<file path="src/rtl/instruction_fetch_unit_pkg.sv">
// Shared definitions for the instruction fetch unit: FSM encoding, NOP word, PC step.
// Optional build macro used by the top: IFU_PERF_CNT_EN (adds fetch/stall counters).
package instruction_fetch_unit_pkg;

  typedef enum logic [1:0] {
    IDLE  = 2'd0,
    FETCH = 2'd1,
    HOLD  = 2'd2,
    DRAIN = 2'd3
  } ifu_state_e;

  localparam logic [31:0] NOP_INSTR = 32'h00000013;
  localparam logic [31:0] PC_INC    = 32'd4;

endpackage

</file>
<file path="src/rtl/if_id_register.sv">
// IF/ID pipeline register: bubble has priority over load; neither means hold.
module if_id_register
  import instruction_fetch_unit_pkg::*;
(
  input  logic        clk_i,
  input  logic        rst_i,
  input  logic        load_i,
  input  logic        bubble_i,
  input  logic [31:0] instr_i,
  input  logic [31:0] pc_i,
  output logic [31:0] instr_o,
  output logic [31:0] pc_o,
  output logic [31:0] pc_plus4_o,
  output logic        valid_o
);

  logic [31:0] instr_q;
  logic [31:0] pc_q;
  logic [31:0] pc_plus4_q;
  logic        valid_q;

  always_ff @(posedge clk_i or posedge rst_i) begin
    if (rst_i) begin
      instr_q    <= NOP_INSTR;
      valid_q    <= 1'b0;
      pc_q       <= 32'd0;
      pc_plus4_q <= PC_INC;
    end else if (bubble_i) begin
      // PC fields keep their last value; only VALID qualifies them
      instr_q <= NOP_INSTR;
      valid_q <= 1'b0;
    end else if (load_i) begin
      instr_q    <= instr_i;
      valid_q    <= 1'b1;
      pc_q       <= pc_i;
      pc_plus4_q <= pc_i + PC_INC;
    end
  end

  assign instr_o    = instr_q;
  assign pc_o       = pc_q;
  assign pc_plus4_o = pc_plus4_q;
  assign valid_o    = valid_q;

endmodule

</file>
<file path="src/rtl/instruction_fetch_unit.sv">
// Instruction fetch unit: PC sequencing, imem request FSM, one-entry skid buffer, redirects.
// Define IFU_PERF_CNT_EN to add the FETCH_COUNT / STALL_COUNT performance counters.
module instruction_fetch_unit
  import instruction_fetch_unit_pkg::*;
#(
  parameter logic [31:0] RESET_PC = 32'h00000000
) (
  input  logic        CLK,
  input  logic        RESET,
  input  logic        STALL,
  input  logic        BRANCH_TAKEN,
  input  logic [31:0] BRANCH_TARGET,
  output logic        IMEM_REQ,
  output logic [31:0] IMEM_ADDR,
  input  logic        IMEM_READY,
  input  logic [31:0] IMEM_RDATA,
  output logic [31:0] INSTRUCTION,
  output logic [31:0] PC_OUT,
  output logic [31:0] PC_PLUS4,
  output ifu_state_e  STATE_DBG,
  output logic        VALID
`ifdef IFU_PERF_CNT_EN
  ,
  output logic [31:0] FETCH_COUNT,
  output logic [31:0] STALL_COUNT
`endif
);

  // Memory handshake: a request is held (REQ=1, ADDR stable) until the cycle
  // with IMEM_READY=1, which delivers IMEM_RDATA and completes it.
  ifu_state_e  state_q;
  logic [31:0] pc_q;
  logic [31:0] skid_q;
  logic [31:0] skid_pc_q;
  logic [31:0] tgt_q;
  logic        req_q;

  logic        ifid_load;
  logic        ifid_bubble;
  logic [31:0] ifid_instr;
  logic [31:0] ifid_pc;

  always_comb begin
    ifid_load   = 1'b0;
    ifid_bubble = 1'b0;
    ifid_instr  = IMEM_RDATA;
    ifid_pc     = pc_q;
    case (state_q)
      IDLE:  ifid_bubble = BRANCH_TAKEN;
      FETCH: begin
        if (BRANCH_TAKEN)                 ifid_bubble = 1'b1;
        else if (IMEM_READY && !STALL)    ifid_load   = 1'b1;
        else if (!IMEM_READY && !STALL)   ifid_bubble = 1'b1;
      end
      HOLD: begin
        ifid_instr = skid_q;
        ifid_pc    = skid_pc_q;
        if (BRANCH_TAKEN)  ifid_bubble = 1'b1;
        else if (!STALL)   ifid_load   = 1'b1;
      end
      DRAIN: ifid_bubble = BRANCH_TAKEN || !STALL;
      default: ifid_bubble = 1'b1;
    endcase
  end

  always_ff @(posedge CLK or posedge RESET) begin
    if (RESET) begin
      state_q   <= IDLE;
      pc_q      <= RESET_PC;
      skid_q    <= 32'd0;
      skid_pc_q <= 32'd0;
      tgt_q     <= 32'd0;
      req_q     <= 1'b0;
    end else begin
      case (state_q)
        IDLE: begin
          state_q <= FETCH;
          req_q   <= 1'b1;
          if (BRANCH_TAKEN) pc_q <= BRANCH_TARGET;
        end
        FETCH: begin
          if (BRANCH_TAKEN) begin
            // An outstanding request cannot be withdrawn, so drain it first
            if (IMEM_READY) pc_q <= BRANCH_TARGET;
            else begin
              tgt_q   <= BRANCH_TARGET;
              state_q <= DRAIN;
            end
          end else if (IMEM_READY) begin
            pc_q <= pc_q + PC_INC;
            if (STALL) begin
              skid_q    <= IMEM_RDATA;
              skid_pc_q <= pc_q;
              state_q   <= HOLD;
              req_q     <= 1'b0;
            end
          end
        end
        HOLD: begin
          if (BRANCH_TAKEN) begin
            pc_q    <= BRANCH_TARGET;
            state_q <= FETCH;
            req_q   <= 1'b1;
          end else if (!STALL) begin
            state_q <= FETCH;
            req_q   <= 1'b1;
          end
        end
        DRAIN: begin
          if (IMEM_READY) begin
            pc_q    <= BRANCH_TAKEN ? BRANCH_TARGET : tgt_q;
            state_q <= FETCH;
          end else if (BRANCH_TAKEN) begin
            tgt_q <= BRANCH_TARGET;
          end
        end
        default: begin
          state_q <= IDLE;
          req_q   <= 1'b0;
        end
      endcase
    end
  end

  if_id_register u_if_id (
    .clk_i      (CLK),
    .rst_i      (RESET),
    .load_i     (ifid_load),
    .bubble_i   (ifid_bubble),
    .instr_i    (ifid_instr),
    .pc_i       (ifid_pc),
    .instr_o    (INSTRUCTION),
    .pc_o       (PC_OUT),
    .pc_plus4_o (PC_PLUS4),
    .valid_o    (VALID)
  );

  assign IMEM_REQ  = req_q;
  assign IMEM_ADDR = pc_q;
  assign STATE_DBG = state_q;

`ifdef IFU_PERF_CNT_EN
  logic [31:0] fetch_cnt_q;
  logic [31:0] stall_cnt_q;

  always_ff @(posedge CLK or posedge RESET) begin
    if (RESET) begin
      fetch_cnt_q <= 32'd0;
      stall_cnt_q <= 32'd0;
    end else begin
      if (ifid_load)                fetch_cnt_q <= fetch_cnt_q + 32'd1;
      if (req_q && !IMEM_READY)     stall_cnt_q <= stall_cnt_q + 32'd1;
    end
  end

  assign FETCH_COUNT = fetch_cnt_q;
  assign STALL_COUNT = stall_cnt_q;
`else
  // Counters are not built in this configuration.
`endif

endmodule

</file>
<file path="config.mk">
export PLATFORM = sky130hd
export DESIGN_NAME = instruction_fetch_unit
export DESIGN_NICKNAME = d
export VERILOG_FILES = /design/src/rtl/instruction_fetch_unit_pkg.sv /design/src/rtl/if_id_register.sv /design/src/rtl/instruction_fetch_unit.sv
export SDC_FILE = /design/constraint.sdc
export NUM_CORES = 1
export LEC_CHECK = 0
export CAP_MARGIN = 20
export CORE_UTILIZATION = 50
export DETAILED_ROUTE_END_ITERATION = 6
export GPL_TIMING_DRIVEN = 0
export PLACE_DENSITY = 0.8
export SKIP_LAST_GASP = 1
export SYNTH_ARGS = -nofsm -noshare
export SYNTH_HDL_FRONTEND = slang
export SYNTH_SLANG_ARGS = --single-unit
export TNS_END_PERCENT = 20
</file>
<file path="constraint.sdc">
create_clock -name CLK -period 22.6 [get_ports CLK]
set_input_delay 4.52 -clock CLK [delete_from_list [all_inputs] [get_ports CLK]]
set_output_delay 4.52 -clock CLK [all_outputs]
set_load 0.03 [all_outputs]
</file>
==> results of run 1 <==
[worst paths after layout]
check	endpoint	slack [ns]	cells past startpoint
min reg2reg	u_if_id.pc_o[20]	0.48	2
min in group asynchronous	skid_q[25]	4.62	2
max	u_if_id.pc_o[15]	15.99	7
min	u_if_id.pc_o[20]	0.48	2
max reg2reg	IMEM_ADDR[8]	19.25	10
max in group asynchronous	tgt_q[16]	17.00	3
[area by class of cell]
| class | instances | area, um2 | share of cell area [%] |
|---|---|---|---|
| Clock buffer | 37 | 731 | 4.99 |
| Multi-Input combinational cell | 740 | 5310 | 36.3 |
| Timing Repair Buffer | 200 | 2020 | 13.8 |
| Buffer | 90 | 404 | 2.76 |
| Inverter | 16 | 67.6 | 0.461 |
| Clock inverter | 8 | 97.6 | 0.667 |
| Sequential cell | 226 | 5660 | 38.7 |
| Tap cell | 280 | 350 | 2.39 |
[kinds of logic (layout without fill, tap and decap cells)]
logic type | count (synthesis) | in the layout | share of synthesized area (%)
flops | 226 | 226 | 49.5
fa+ha+maj | 6 | 6 | 0.657
compound gates | 294 | 294 | 17.9
xor+xnor | 20 | 20 | 1.53
mux | 164 | 164 | 15.5
simple gates | 256 | 256 | 10.9
buf+inv | 106 | 351 | 4.06
[through the flow]
| stage | setup slack (ns) | area, um2 | hold WS (ns) | total power [mW] | util [%] |
|---|---|---|---|---|---|
| after CTS | 16.07 | 14600 | 0.484 | 2.00 | 66.3 |
| after global placement | 9.03 | 13800 | 0.461 | 1.56 | 62.4 |
| final | 15.99 | 14600 | 0.479 | 2.01 | 66.3 |
| after detailed placement | 15.55 | 13800 | 0.469 | 1.59 | 62.5 |
| after global routing | 15.93 | 14600 | 0.502 | 2.11 | 66.3 |
| after floorplan | 11.90 | 11400 | 0.450 | 1.25 | - |
[cells in the final DEF, fill, tap and decap left out, drive strengths merged, types with 29 or more instances in the layout]
cell type	count
buf	39
clkdlybuf4s50	199
dfrtp	222
clkbuf	89
mux2	102
o2bb2ai	48
nor2	29
nand2	117
mux2i	62
o21ai	97
[Yosys cell counts, types with 15 or more instances]
library cell / instances
mux2_2: 91
nand2_1: 117
a22oi_1: 27
mux2i_1: 62
buf_2: 23
dfrtp_1: 222
nor2_1: 29
a22o_1: 24
a21oi_1: 21
o21ai_0: 83
clkbuf_1: 52
o2bb2ai_1: 48
nand3_1: 26
inv_1: 15
nand4_1: 15
[power by group through the flow]
stage	sequential (mW)	clock, mW	combinational [mW]
detailed placement	0.696	0	0.892
finish	0.694	0.410	0.904
global placement	0.687	0	0.870
floorplan	0.809	0	0.437
CTS	0.690	0.414	0.898
global route	0.714	0.431	0.965
[tightest hold or removal path: cells and delay by family (launching register included)]
family	cells	cell delay [ns]
flip-flops	1	0.34
AND/OR/NAND/NOR	2	0.11
[registers in the layout, indices dropped and copies added, names as in the netlist]
name / count
u_if_id.valid_o: 1
tgt_q: 32
IMEM_ADDR: 32
IMEM_REQ: 1
u_if_id.pc_plus4_o: 32
skid_q: 32
u_if_id.pc_o: 30
skid_pc_q: 32
STATE_DBG: 2
u_if_id.instr_o: 32
[layer usage]
layer / GRT usage (%) / vias up
li1: - / 4445
met1: 40.0 / 4841
met2: 44.7 / 441
met3: 4.08 / 83
met4: 9.04 / 0
met5: 0 / -
==> metrics.md, run 1 <==
| Metric | Value |
|---|---|
| Die area | `about 23000 um2` |
| Reg power frac | `34.6%` |
| Cells after DPL | `1552` |
| Worst Path Buf+Inv | `2` |
| Tmin final | `6.61 ns` |
| Sequential-to-total area share from yosys stat | `49.5%` |
| Initial core utilization | `51.8%` |
| DRC errors left | `0` |
| Drt wl/cell | `approximately 21 um` |
| CTS root buf | `clkbuf_16` |
| Worst-path maximum fanout | `10` |
| Startpoint Class | `input pin` |
| Mapped Avg Cell Area | `10.7 um2` |
| Critical path class | `in -> reg` |
| Crit path launch | `IMEM_READY` |
| Core area | `~22000 um2` |
| Crit-path leading delay family | `simple AND/OR/NAND/NOR gates` |
| Placer Congestion | `0.885` |
| Pin count of the biggest net entering global routing | `134` |
| Post-synth top flop | `dfrtp_1` |
| Sw Ratio | `about two fifths` |
| Slew Limit Fails | `0` |
| Period utilisation layout | `slightly below 30%` |
| Share of layout cells above drive strength 1 | `between 10% and 20%` |
| Resized cells post-CTS | `0` |
| Count of buffers from port buffering | `around 200` |
| Max_cap viols | `0` |
| FF-to-FF Start | `STATE_DBG[0]` |
| Max transition margin | `39.2%` |
| CTS Hold Buffers Added | `0` |
| First-pass GRT wire length | `52500 um` |
| Worst slew pin tran | `a little over 0.9 ns` |
| Buffer depth of the longest clock path | `3` |
| Non-Filler Instances | `1597` |
| Top cell type's share of synthesized area | `about half` |
| Synth area leaders | `dfrtp_1, mux2_2, mux2i_1, nand2_1, o2bb2ai_1` |
| Grt ovf | `0` |
| Hold Path Class | `reg -> reg` |
| Filler cells | `1705` |
| Ports | `201` |
| Mapped Area | `between 10000 and 15000 um2` |
| Diodes inserted | `0` |
| CP required | `23.05 ns` |
| Final #Nets | `approximately 1400` |
| Post-DP HPWL | `24100 um` |
| Routed Antenna Nets | `0` |
| Rows | `between 50 and 60` |
| Syn_nets | `1147` |
| Clock Power Share | `20.4%` |
| Clock Latency Late Sink | `0.52 ns` |
| RSZ-0062 raised after global routing | `no` |
| Max layer used | `met4` |
| Crit end category | `flop` |
| CTS buffer count | `25` |
| Chip Height | `between 150 and 200 um` |
| Power Dens Cells | `137 nW/um2` |
| CTS tree | `built` |
| Initial antenna violation count | `0` |
| Vias per cell | `6.14` |
| P_sw | `0.824 mW` |
| Setup violators final | `0` |
| Post-synth top area cell | `dfrtp_1` |
| Distinct cells, synth | `70` |
| H-tree depth | `1` |
| Leak | `5.98 nW` |
| Setup TNS Final | `0 ns` |
| FMAX | `151 MHz` |
| Asr flop ratio synth | `100%` |
| Outcome | `finished, final reports clean` |
| VDD IR max | `roughly 80 uV` |
| Die W | `about 150 um` |
| Post-synth EDFFs | `0` |
| Hold Startpoint | `u_if_id.pc_o[20]` |
| Drt total wl | `33000 um` |
| Hold Violations, Final | `0` |
| Number of global-route vias before repair | `roughly 9500` |
| Via count | `9810` |
| Starting DRT DRC Count | `roughly 960` |
| Critical path's largest stage delay | `0.61 ns` |
| Gr usage total | `between 20 and 30%` |
| Yosys reg bits | `226` |
| Most common cell on crit path | `nand2_1` |
| Crit path DAT | `7.06 ns` |
| DR pass1 iterations | `5` |
| Worst path cell trace | `clkdlybuf4s50_1 -> a21oi_1 -> or4b_1 -> nor2_1 -> clkbuf_1 -> nand2_1 -> nand2_1` |
| Crit-path slowest cell | `clkdlybuf4s50_1` |
| Combinational share of power | `45.0%` |
| Metal3 WL | `2480 um` |
| Clock Sinks | `between 200 and 250` |
| Setup Skew | `0.00760 ns` |
| Cell Int Power | `1.19 mW` |
| Metal2 WL | `around 15000 um` |
| Yosys warnings | `0` |
| Met1 Wirelength | `14300 um` |
| Postcts setup bufs | `0` |
| P&R area growth vs syn | `28.0%` |
| Synthesized instance count | `1072` |
| Clk pin slew, worst setup/hold paths | `0.06 ns` |
(Power assumes the default switching activity.)
==> run 2, diff against run 1 <==
==> constraint.sdc (replaced) <==
create_clock -name CLK -period 6.9 [get_ports CLK]
set_input_delay 1.38 -clock CLK [delete_from_list [all_inputs] [get_ports CLK]]
set_output_delay 1.38 -clock CLK [all_outputs]
set_load 0.03 [all_outputs]
==> metrics.md, run 2 (synthesized netlist as in run 1, its figures left out) <==
| Metric | Value |
|---|---|
| Grt ovf | `0 (unchanged)` |
| Number of global-route vias before repair | `9484 (+0.31%)` |
| WHS | `0.479 ns (+0.000371 ns)` |
| Pin count of the biggest net entering global routing | `41 (-69%)` |
| First-pass GRT wire length | `52600 um (about the same)` |
| Crit end category | `flop` |
| Worst slew pin tran | `0.707 ns (-0.205 ns)` |
| Failing checks | `DRC` |
| Buffer depth of the longest clock path | `3 (unchanged)` |
| Clock Power Share | `19.1% (-1.3 points)` |
| CTS root buf | `clkbuf_16` |
| Hold Violations, Final | `0 (unchanged)` |
| DRC errors left | `4 (+4)` |
| DR pass1 iterations | `7 (+2)` |
| Via count | `9764 (-0.47%)` |
| Crit-path slowest cell | `clkdlybuf4s50_1` |
| Rows | `54 (unchanged)` |
| Period utilisation layout | `around 50%` |
| Vias per cell | `6.10 (-0.66%)` |
| FMAX | `289 MHz` |
| Clk pin slew, worst setup/hold paths | `0.06 ns (about the same)` |
| P_sw | `2.68 mW (+220%)` |
| Initial core utilization | `51.8% (unchanged)` |
| Tmin final | `3.46 ns` |
| Outcome | `finished, violations left` |
| Routed Antenna Nets | `0 (unchanged)` |
| Postcts setup bufs | `0 (unchanged)` |
| Diodes inserted | `0 (unchanged)` |
| Setup Skew | `0.0124 ns (+0.00484 ns)` |
| Post-route design area | `14700 um2 (about the same)` |
| VDD IR max | `274 uV (+240%)` |
| Clock Latency Late Sink | `0.52 ns (about the same)` |
| Setup TNS Final | `0 ns (unchanged)` |
| Sw Ratio | `41.4% (+0.39 points)` |
| Drt wl/cell | `20.5 um (-0.70%)` |
| Die area | `23500 um2 (unchanged)` |
| Max_cap viols | `0 (unchanged)` |
| Leak | `5.98 nW (about the same)` |
| Critical path's largest stage delay | `0.63 ns (+0.02 ns)` |
| Chip Height | `153 um (unchanged)` |
| Hold Path Class | `reg -> reg` |
| Worst-path maximum fanout | `10 (unchanged)` |
| Reg power frac | `35.2% (+0.6 points)` |
| Placer Congestion | `0.911 (+2.9%)` |
| Drt total wl | `32900 um (-0.51%)` |
| H-tree depth | `1 (unchanged)` |
| Post-DP Area | `13900 um2 (+0.64%)` |
| Resized cells post-CTS | `0 (unchanged)` |
| Most common cell after layout, fill and taps aside | `dfrtp_1` |
| Critical path class | `in -> reg` |
| Ports | `201 (unchanged)` |
| CP required | `7.32 ns (-15.73 ns)` |
| Gr usage total | `28.3% (+0.043 points)` |
| Max transition margin | `51.5% (+12 points)` |
| Slew Limit Fails | `0 (unchanged)` |
| Crit path DAT | `3.88 ns (-3.18 ns)` |
| Startpoint Class | `input pin` |
| P&R area growth vs syn | `28.2% (about the same)` |
| Initial antenna violation count | `0 (unchanged)` |
| RSZ-0062 raised after global routing | `no` |
| Count of buffers from port buffering | `199 (unchanged)` |
| Worst path cell trace | `clkdlybuf4s50_1 -> a21oi_1 -> or4b_1 -> or2_1 -> buf_2 -> buf_2 -> clkbuf_1 -> o2bb2ai_1` |
| Final #Nets | `1379 (+0.36%)` |
| Most frequent cells in the layout | `dfrtp_1, clkdlybuf4s50_1, nand2_1` |
| Most common cell on crit path | `buf_2` |
| Cell Int Power | `3.79 mW (+220%)` |
| CTS tree | `built` |
| Power Dens Cells | `441 nW/um2 (+220%)` |
| Setup violators final | `0 (unchanged)` |
| Share of layout cells above drive strength 1 | `13.6% (+0.27 points)` |
| Clock Sinks | `226 (unchanged)` |
| Combinational share of power | `45.7% (+0.7 points)` |
| Core area | `22100 um2 (unchanged)` |
| CTS Hold Buffers Added | `0 (unchanged)` |
| Die W | `153 um (unchanged)` |
| CTS buffer count | `25 (unchanged)` |
| Post-DP HPWL | `24400 um (+1.4%)` |
| Starting DRT DRC Count | `929 (-2.8%)` |
run 2: final timing paths:
check                      cells after the start                    from  slack, ns                      to
setup / recovery                               8              IMEM_READY       3.44     u_if_id.instr_o[22]
hold / removal                                 2  u_if_id.pc_plus4_o[22]       0.48  u_if_id.pc_plus4_o[22]
setup reg to reg                              10            STATE_DBG[0]       3.54            IMEM_ADDR[8]
hold reg to reg                                2  u_if_id.pc_plus4_o[22]       0.48  u_if_id.pc_plus4_o[22]
max in group asynchronous                      5                   RESET       4.56           skid_pc_q[20]
min in group asynchronous                      2                   RESET       1.25     u_if_id.instr_o[31]
run 2: stage by stage:
stage                     util (%)  total power, mW  worst slack [ns]  instances
after global routing          66.3             6.80              3.37       1600
after detailed placement      62.9             5.20              2.95       1557
final                         66.3             6.46              3.44       1600
after CTS                     66.3             6.45              3.48       1600
after global placement        62.4             5.10             0.865       1551
after floorplan                  -             4.08              2.57       1072
run 2: area by class of cell:
type	instances	area, um2
sequential	226	5660
inverter	16	63.8
multi-input combinational	740	5310
clock inverter	9	53.8
tap	280	350
clock buffer	34	699
fill	1702	7440
buffer	90	404
timing repair buffer	205	2110
run 2: layer usage:
metal / global-route usage, % / vias to the layer above / share of wire, % / routed length (um)
met5: 0 / - / 0 / 0
met4: 7.84 / 0 / 2.6 / 838
met3: 4.22 / 65 / 7.8 / 2550
met2: 44.7 / 453 / 46 / 15300
met1: 40.5 / 4804 / 43 / 14200
li1: - / 4442 / - / -
run 2: critical path, delay by kind of cell:
family	cells	cell delay (ns)
simple gates	2	0.83
compound gates	2	0.35
buf+inv	4	1.31
run 2: power by group through the flow:
stage | combinational, mW | clock, mW | sequential [mW]
6_report | 2.95 | 1.23 | 2.27
4_1_cts | 2.94 | 1.25 | 2.26
3_5_place_dp | 2.92 | 0 | 2.28
2_1_floorplan | 1.43 | 0 | 2.65
3_3_place_gp | 2.84 | 0 | 2.25
5_1_grt | 3.16 | 1.30 | 2.34
==> run 3, diff against run 2 <==
==> constraint.sdc (replaced) <==
create_clock -name CLK -period 3.2 [get_ports CLK]
set_input_delay 0.64 -clock CLK [delete_from_list [all_inputs] [get_ports CLK]]
set_output_delay 0.64 -clock CLK [all_outputs]
set_load 0.03 [all_outputs]
==> metrics.md, run 3 (synthesized netlist as in run 1, its figures left out) <==
| Metric | Value |
|---|---|
| RSZ-0062 raised after global routing | `no` |
| Vias per cell | `6.11 (about the same)` |
| Clk pin slew, worst setup/hold paths | `0.06 ns (about the same)` |
| Slew Limit Fails | `0 (unchanged)` |
| Via count | `9771 (+0.072%)` |
| Max transition margin | `49.9% (-1.6 points)` |
| Setup violators final | `0 (unchanged)` |
| Most frequent cells in the layout | `dfrtp_1, clkdlybuf4s50_1, nand2_1` |
| Worst-path maximum fanout | `10 (unchanged)` |
| Drt wl/cell | `20.6 um (+0.45%)` |
| Placer Congestion | `0.911 (unchanged)` |
| Tmin final | `3.13 ns` |
| Power Dens Cells | `951 nW/um2 (+120%)` |
| Gr usage total | `28.3% (unchanged)` |
| Drt total wl | `33000 um (+0.45%)` |
| P&R area growth vs syn | `28.2% (about the same)` |
| DRC errors left | `0 (-4)` |
| Initial antenna violation count | `0 (unchanged)` |
| Clock Latency Late Sink | `0.52 ns (about the same)` |
| Critical path class | `reg -> reg` |
| Worst R2R Setup Slack | `0.07 ns (-3.47 ns)` |
| Worst Path Buf+Inv | `3 (-1)` |
| Setup TNS Final | `0 ns (unchanged)` |
| Most common cell after layout, fill and taps aside | `dfrtp_1` |
| CTS Hold Buffers Added | `0 (unchanged)` |
| Count of buffers from port buffering | `199 (unchanged)` |
| CTS root buf | `clkbuf_16` |
| Buffer depth of the longest clock path | `3 (unchanged)` |
| Hold Violations, Final | `0 (unchanged)` |
| Initial core utilization | `51.8% (unchanged)` |
| Die W | `153 um (unchanged)` |
| Max_cap viols | `0 (unchanged)` |
| Filler cells | `1699 (-0.18%)` |
| Worst slew pin tran | `0.731 ns (+0.0236 ns)` |
| CTS tree | `built` |
| Post-Place Worst Slack | `-0.0480 ns (-3.00 ns)` |
| Hold Path Class | `reg -> reg` |
| Die area | `23500 um2 (unchanged)` |
| Share of layout cells above drive strength 1 | `14.0% (+0.38 points)` |
| Number of global-route vias before repair | `9484 (unchanged)` |
| First-pass GRT wire length | `52600 um (unchanged)` |
| Final Power | `14.0 mW (+120%)` |
| Ports | `201 (unchanged)` |
| Final #Nets | `1379 (unchanged)` |
| Startpoint Class | `flop` |
| Post-DP HPWL | `24400 um (unchanged)` |
| Worst path cell trace | `clkinvlp_4 -> ha_2 -> buf_6 -> buf_6 -> nand3b_1 -> a222oi_1 -> nand3_1 -> o211a_1 -> a221o_1` |
| Clock Sinks | `226 (unchanged)` |
| Outcome | `finished, final reports clean` |
| CP required | `3.59 ns (-3.73 ns)` |
| CTS buffer count | `25 (unchanged)` |
| Crit path DAT | `3.52 ns (-0.36 ns)` |
| Critical path's largest stage delay | `0.67 ns (+0.04 ns)` |
| Chip Height | `153 um (unchanged)` |
| Core area | `22100 um2 (unchanged)` |
| Grt ovf | `0 (unchanged)` |
| Most common cell on crit path | `buf_6` |
| Starting DRT DRC Count | `811 (-13%)` |
| Crit-path slowest cell | `a222oi_1` |
| Leak | `5.98 nW (about the same)` |
| WHS | `0.479 ns (-0.000604 ns)` |
| Period utilisation layout | `a little over nine tenths` |
| Setup WS post-layout | `0.0714 ns (-3.37 ns)` |
| Diodes inserted | `0 (unchanged)` |
| Routed Antenna Nets | `0 (unchanged)` |
| Rows | `54 (unchanged)` |
| Pin count of the biggest net entering global routing | `41 (unchanged)` |
| VDD IR max | `592 uV (+120%)` |
| FMAX | `320 MHz` |
| DR pass1 iterations | `5 (-2)` |
| Crit end category | `flop` |
| Crit-path leading delay family | `compound AO/OA/AOI/OAI gates` |
| H-tree depth | `1 (unchanged)` |
| Setup Skew | `0.0121 ns (-0.000347 ns)` |
## run 3: changes by cell type in the layout (fill, tap and decap cells not counted), sizes merged
| cell | delta |
|---|---|
| clkinvlp | +1 |
| clkinv | -1 |
## run 3: final timing paths
check / endpoint / depth (start not counted) / from
max: u_if_id.pc_plus4_o[30] / 9 / STATE_DBG[0]
min: u_if_id.pc_plus4_o[22] / 2 / u_if_id.pc_plus4_o[22]
max reg2reg: u_if_id.pc_plus4_o[30] / 9 / STATE_DBG[0]
min reg2reg: u_if_id.pc_plus4_o[22] / 2 / u_if_id.pc_plus4_o[22]
max in group asynchronous: skid_pc_q[25] / 5 / RESET
min in group asynchronous: u_if_id.instr_o[31] / 2 / RESET
## run 3: worst min-delay path, cell delays in order (launching register included)
cell,delay (ns)
dfrtp_1,0.34
nand2_1,0.05
o31ai_1,0.06
## run 3: routing by layer
| layer | vias up | wire length (um) | GRT usage, % |
|---|---|---|---|
| li1 | 4443 | - | - |
| met1 | 4786 | 14300 | 40.5 |
| met2 | 469 | 15200 | 44.7 |
| met3 | 73 | 2560 | 4.22 |
| met4 | 0 | 899 | 7.84 |
| met5 | - | 0 | 0 |
## run 3: cell type report
| class | count | area (um2) | share of cell area (%) |
|---|---|---|---|
| repair buffers | 205 | 2110 | 14.4 |
| clock buffers | 34 | 699 | 4.77 |
| well taps | 280 | 350 | 2.39 |
| flip-flops and latches | 226 | 5660 | 38.6 |
| plain buffers | 90 | 408 | 2.78 |
| multi-input cells | 740 | 5310 | 36.2 |
| inverters | 16 | 67.6 | 0.461 |
| clock inverters | 9 | 53.8 | 0.367 |
## run 3: timing repair
action	4_1_cts	5_1_grt
endpoints found under the setup margin	2	54
hold endpoints to repair	0	0
resized for setup	1	6
buffers inserted	0	0
gates cloned	0	0
pin swaps	0	0
## run 3: power breakdown
part	internal [mW]	switching, mW
Sequential	3.99	0.917
Combinational	2.65	3.73
Clock	1.52	1.14
## run 3: per-stage QoR
step | util [%] | cells | area (um2)
2_1_floorplan | - | 1072 | 11400
3_3_place_gp | 62.4 | 1551 | 13800
3_5_place_dp | 62.9 | 1557 | 13900
4_1_cts | 66.3 | 1600 | 14700
5_1_grt | 66.4 | 1600 | 14700
6_report | 66.4 | 1600 | 14700
